**src/rtl/mips_pkg.sv**
```systemverilog
// Shared MIPS encodings and the decoded control bundle for the decode stage.
package mips_pkg;

    localparam int unsigned OPC_W     = 6;
    localparam int unsigned FUNCT_W   = 6;
    localparam int unsigned ALUOP_W   = 2;
    localparam int unsigned ALUCTRL_W = 3;

    localparam logic [OPC_W-1:0] OP_RTYPE = 6'b000000;
    localparam logic [OPC_W-1:0] OP_LW    = 6'b100011;
    localparam logic [OPC_W-1:0] OP_SW    = 6'b101011;
    localparam logic [OPC_W-1:0] OP_BEQ   = 6'b000100;
    localparam logic [OPC_W-1:0] OP_ADDI  = 6'b001000;

    localparam logic [FUNCT_W-1:0] F_ADD = 6'b100000;
    localparam logic [FUNCT_W-1:0] F_SUB = 6'b100010;
    localparam logic [FUNCT_W-1:0] F_AND = 6'b100100;
    localparam logic [FUNCT_W-1:0] F_OR  = 6'b100101;
    localparam logic [FUNCT_W-1:0] F_SLT = 6'b101010;

    localparam logic [ALUOP_W-1:0] ALUOP_ADD   = 2'b00;
    localparam logic [ALUOP_W-1:0] ALUOP_SUB   = 2'b01;
    localparam logic [ALUOP_W-1:0] ALUOP_FUNCT = 2'b10;

    localparam logic [ALUCTRL_W-1:0] ALU_AND = 3'b000;
    localparam logic [ALUCTRL_W-1:0] ALU_OR  = 3'b001;
    localparam logic [ALUCTRL_W-1:0] ALU_ADD = 3'b010;
    localparam logic [ALUCTRL_W-1:0] ALU_SUB = 3'b110;
    localparam logic [ALUCTRL_W-1:0] ALU_SLT = 3'b111;

    typedef struct packed {
        logic                reg_dst;
        logic                branch;
        logic                mem_read;
        logic                mem_to_reg;
        logic                mem_write;
        logic                alu_src;
        logic                reg_write;
        logic [ALUOP_W-1:0]  alu_op;
    } ctrl_t;

    // R-type functs that actually write a result; anything else is a NOP.
    function automatic logic funct_is_known(input logic [FUNCT_W-1:0] f);
        return (f == F_ADD) || (f == F_SUB) || (f == F_AND) ||
               (f == F_OR)  || (f == F_SLT);
    endfunction

endpackage

```
**src/rtl/alu_control.sv**
```systemverilog
// ALU select decoder: maps the main decoder's alu_op class and funct to a 3-bit ALU select.
module alu_control
    import mips_pkg::*;
(
    input  logic [ALUOP_W-1:0]   alu_op,
    input  logic [FUNCT_W-1:0]   funct,
    output logic [ALUCTRL_W-1:0] alu_ctrl
);

    always_comb begin
        alu_ctrl = ALU_ADD;
        case (alu_op)
            ALUOP_SUB: alu_ctrl = ALU_SUB;
            ALUOP_FUNCT: begin
                case (funct)
                    F_SUB:   alu_ctrl = ALU_SUB;
                    F_AND:   alu_ctrl = ALU_AND;
                    F_OR:    alu_ctrl = ALU_OR;
                    F_SLT:   alu_ctrl = ALU_SLT;
                    default: alu_ctrl = ALU_ADD;
                endcase
            end
            default: alu_ctrl = ALU_ADD;
        endcase
    end

endmodule

```
**src/rtl/control_unit.sv**
```systemverilog
// MIPS main decoder plus ALU control, registered once as the decode-stage output register.
module control_unit
    import mips_pkg::*;
(
    input  logic                 clk,
    input  logic                 rst,
    input  logic [OPC_W-1:0]     opcode,
    input  logic [FUNCT_W-1:0]   funct,
    output logic                 reg_dst,
    output logic                 branch,
    output logic                 mem_read,
    output logic                 mem_to_reg,
    output logic                 mem_write,
    output logic                 alu_src,
    output logic                 reg_write,
    output logic [ALUOP_W-1:0]   alu_op,
    output logic [ALUCTRL_W-1:0] alu_ctrl
);

    ctrl_t                w_ctrl;
    logic [ALUCTRL_W-1:0] w_alu_ctrl;
    ctrl_t                r_ctrl;
    logic [ALUCTRL_W-1:0] r_alu_ctrl;

    // Main decoder; unknown opcodes (including X/Z) fall through to the all-zero NOP.
    always_comb begin
        w_ctrl = '0;
        case (opcode)
            OP_RTYPE: begin
                w_ctrl.alu_op = ALUOP_FUNCT;
                if (funct_is_known(funct)) begin
                    w_ctrl.reg_dst   = 1'b1;
                    w_ctrl.reg_write = 1'b1;
                end
            end
            OP_LW: begin
                w_ctrl.alu_src    = 1'b1;
                w_ctrl.mem_to_reg = 1'b1;
                w_ctrl.reg_write  = 1'b1;
                w_ctrl.mem_read   = 1'b1;
                w_ctrl.alu_op     = ALUOP_ADD;
            end
            OP_SW: begin
                w_ctrl.alu_src   = 1'b1;
                w_ctrl.mem_write = 1'b1;
                w_ctrl.alu_op    = ALUOP_ADD;
            end
            OP_BEQ: begin
                w_ctrl.branch = 1'b1;
                w_ctrl.alu_op = ALUOP_SUB;
            end
            OP_ADDI: begin
                w_ctrl.alu_src   = 1'b1;
                w_ctrl.reg_write = 1'b1;
                w_ctrl.alu_op    = ALUOP_ADD;
            end
            default: w_ctrl = '0;
        endcase
    end

    alu_control u_alu_control (
        .alu_op   (w_ctrl.alu_op),
        .funct    (funct),
        .alu_ctrl (w_alu_ctrl)
    );

    always_ff @(posedge clk or posedge rst) begin
        if (rst) begin
            r_ctrl     <= '0;
            r_alu_ctrl <= '0;
        end else begin
            r_ctrl     <= w_ctrl;
            r_alu_ctrl <= w_alu_ctrl;
        end
    end

    assign reg_dst    = r_ctrl.reg_dst;
    assign branch     = r_ctrl.branch;
    assign mem_read   = r_ctrl.mem_read;
    assign mem_to_reg = r_ctrl.mem_to_reg;
    assign mem_write  = r_ctrl.mem_write;
    assign alu_src    = r_ctrl.alu_src;
    assign reg_write  = r_ctrl.reg_write;
    assign alu_op     = r_ctrl.alu_op;
    assign alu_ctrl   = r_alu_ctrl;

endmodule

```
**config.mk**
```make
export PLATFORM = sky130hd
export DESIGN_NAME = control_unit
export DESIGN_NICKNAME = d
export VERILOG_FILES = /design/src/rtl/mips_pkg.sv /design/src/rtl/alu_control.sv /design/src/rtl/control_unit.sv
export SDC_FILE = /design/constraint.sdc
export NUM_CORES = 1
export LEC_CHECK = 0
export ABC_AREA = 0
export CAP_MARGIN = 10
export CORE_AREA = 2 2 39 41
export CTS_CLUSTER_DIAMETER = 50
export DETAILED_ROUTE_END_ITERATION = 6
export DIE_AREA = 0 0 41 43
export GPL_TIMING_DRIVEN = 0
export PLACE_DENSITY_LB_ADDON = 0.25
export SLEW_MARGIN = 0
export SYNTH_ARGS = -nofsm -noshare
export SYNTH_HDL_FRONTEND = slang
export SYNTH_SLANG_ARGS = --single-unit
```
**constraint.sdc**
```tcl
create_clock -name clk -period 1.05 [get_ports clk]
set_input_delay 0.21 -clock clk [delete_from_list [all_inputs] [get_ports clk]]
set_output_delay 0.21 -clock clk [all_outputs]
set_load 0.005 [all_outputs]
```
==> out/metrics.cfg, run 1 <==
[routing]
first_pass_iters = 4
vias = 461
wl_mm = 1.08
via_per_inst = 4.75
dr.first_iter.drc_count = 4
drc = 0
avgRoutedWirePerCell_um = 11.1
antenna_left = 0

[synth]
synth_cell_type_count = 23
async_reset_ff_share_pct = 100
synth_edf_count = 0
postSynthAreaPerCell_um2 = 10.7
yosysWarningCount = 0
synth.top_cell.area_share_pct = 48.5
netlist_instances = 48
ys_seq_area_share_pct = 48.5
yosys.area.top_type = dfrtp_1
netlist_area_um2 = 515
synth-seq-cells = 10
synth_top_flop_cell = dfrtp_1
syn-num-nets = 65
synth_area_leaders = dfrtp_1 (49%), ha_1 (7.3%), nor2_1 (4.4%)

[placement]
gp_congestion = 0.766
dpl_worst_slack_ns = -0.936
place_inst = 89
portBuffers = 25
dp_hpwl_um = 758

[layout]
nNetsFinal = 100
area_growth_syn_to_layout_pct = 70.9
instances_no_fill = 97
drive_gt1_share_pct = 45.7
num_antenna_cells = 0
n_fill_cell = 120

[power_and_ir_drop]
p_total_uw = 758
power.density_nw_per_um2 = 860
leakage_nw = 0.408
vdd_drop_max_mv = 0.407

[timing]
finalHoldViolations = 0
setup_viol = 4
drv_slew = 0
hold_ws_ns = 0.221
setup_slack_ns = -0.173
fin_crit_sh_pct = 117
slew_headroom_pct = 76.6
tightest_slew_ns = 0.351
layout_min_cycle_time_ns = 1.22
max_freq_mhz = 817
rsz0062_at_grt = true

[clock_tree]
htree_levels = 1
clock_path_buffers = 2
cts_tree = done
clock-sinks = 10
clkTransAtPathRegs_ns = 0.06
root_buffer = clkbuf_4
cts_buffers = 3

[floorplan]
die_w_um = 41
initial_core_util_pct = 37.3
ios = 26
die_area_um2 = 1760
coreArea_um2 = 1380
die_h_um = 43
rows = 14

[setup_path]
cpPeakStageDelay_ns = 0.31
criticalPathCategory = in2reg
start_kind = input port
cp_max_fo = 3
cpMaxStageDelayCell = nor4_4
required_ns = 1.18
arrival_ns = 1.35
crit_path_end_kind = register
path_buf_inv = 2
crit_family = simple AND/OR/NAND/NOR gates
worstPathCellList = buf_8 > nor4_4 > nand3_2 > ha_4 > inv_2 > a211o_1

[grt]
grt_pass1_vias = 444
antenna_found_initial = 0
grt_max_degree = 11
grt_pass1_wl_mm = 1.74
gr-total-overflow = 0
track_usage_pct = 14.7

[run_status]
status = finished, violations left
violations = setup timing

[job]
maxCapViolCount = 0

[worst_hold_path]
hold_class = in2async

[cells by family (layout without fill, tap and decap cells)]
logic type / count (synthesis) / after routing / synth area share (%)
compound gates: 6 / 6 / 8.74
fa+ha+maj: 3 / 3 / 7.28
buf+inv: 7 / 40 / 6.55
flops: 10 / 10 / 48.5
mux: 1 / 1 / 1.94
simple gates: 21 / 21 / 26.9
[power breakdown]
group / switching [mW] / internal, mW / total [mW]
Combinational: 0.0565 / 0.0740 / 0.130
Clock: 0.106 / 0.131 / 0.237
Sequential: 0.00115 / 0.389 / 0.390
[placed cells by master, fill, tap and decap left out]
| master | netlist | layout |
|---|---|---|
| o21ai_1 | 1 | 1 |
| nor4_4 | 1 | 1 |
| nor3b_2 | 1 | 2 |
| buf_6 | 0 | 7 |
| clkbuf_4 | 0 | 3 |
| inv_1 | 5 | 3 |
| clkdlybuf4s15_1 | 0 | 2 |
| mux2i_1 | 1 | 1 |
| nor2b_1 | 1 | 1 |
| clkdlybuf4s50_1 | 0 | 7 |
| dfrtp_1 | 10 | 10 |
| buf_8 | 0 | 2 |
| nand2_1 | 1 | 1 |
| nand3_2 | 0 | 1 |
| a211o_1 | 1 | 1 |
| nor4_1 | 2 | 2 |
| inv_2 | 0 | 2 |
| o21ai_2 | 1 | 1 |
| o41ai_1 | 1 | 1 |
| buf_4 | 2 | 3 |
| a31oi_2 | 0 | 1 |
| ha_4 | 0 | 3 |
| nand2b_1 | 1 | 1 |
| nor4b_1 | 1 | 1 |
| buf_2 | 0 | 3 |
| a22oi_1 | 1 | 1 |
| nor2_1 | 6 | 6 |
| clkbuf_2 | 0 | 6 |
| nand2_2 | 1 | 1 |
| nand3_1 | 4 | 3 |
| and4b_2 | 1 | 1 |
| dlygate4sd2_1 | 0 | 2 |
[final cells by class]
| type | count | area [um2] | area share [%] |
|---|---|---|---|
| clock buffers | 3 | 22.5 | 2.56 |
| inverters | 5 | 18.8 | 2.13 |
| multi-input cells | 31 | 285 | 32.4 |
| flip-flops and latches | 10 | 250 | 28.4 |
| well taps | 16 | 20.0 | 2.27 |
| repair buffers | 32 | 284 | 32.2 |
[per-stage QoR]
step / util (%) / instance area [um2] / setup TNS [ns]
detailed placement: 56.8 / 786 / -5.11
global placement: 56.8 / 786 / -5.04
finish: 63.7 / 881 / -0.326
floorplan: - / 515 / -0.508
CTS: 65.2 / 902 / -0.382
global route: 63.7 / 881 / -0.691
[registers in the layout, summed over array words and instances, names as in the netlist]
| signal | flops |
|---|---|
| alu_op | 2 |
| reg_write | 1 |
| alu_ctrl | 3 |
| alu_src | 1 |
| reg_dst | 1 |
| mem_write | 1 |
| mem_read | 1 |
[Yosys cell counts (2+ instances only)]
| cell type | instances |
|---|---|
| ha_1 | 3 |
| dfrtp_1 | 10 |
| inv_1 | 5 |
| nor4_1 | 2 |
| buf_4 | 2 |
| nor2_1 | 6 |
| nand3_1 | 4 |
[worst max-delay path by stage]
| stage | start | end | depth (start not counted) |
|---|---|---|---|
| 4_1_cts | opcode[4] | alu_ctrl[1] | 6 |
| 3_5_place_dp | opcode[4] | alu_ctrl[1] | 6 |
| 5_1_grt | opcode[0] | alu_ctrl[1] | 6 |
| 6_report | opcode[0] | alu_ctrl[1] | 6 |
| 3_3_place_gp | opcode[4] | alu_ctrl[1] | 6 |
| 2_1_floorplan | opcode[4] | alu_ctrl[1] | 5 |
[layer usage]
| metal | vias up | share of wire (%) | global-route usage, % |
|---|---|---|---|
| met3 | 0 | 4.7 | 0 |
| met1 | 217 | 42 | 16.9 |
| li1 | 233 | - | - |
| met5 | - | 0 | 0 |
| met2 | 11 | 54 | 22.8 |
| met4 | 0 | 0 | 14.0 |
[what timing repair did]
action,4_1_cts,5_1_grt
gates resized for setup,69,13
hold buffers,0,0
setup buffers,7,1
endpoints found under the setup margin,20,13
pin swaps,8,7
endpoints found under the hold margin,0,0
Note: power is estimated with default switching activity, not from simulation.
==> run 2, diff against run 1 <==
Settings changed: ABC_CLOCK_PERIOD_IN_PS from default to 1050.
==> results of run 2 <==
The final DEF is identical to that of run 1; final timing and power are the same.
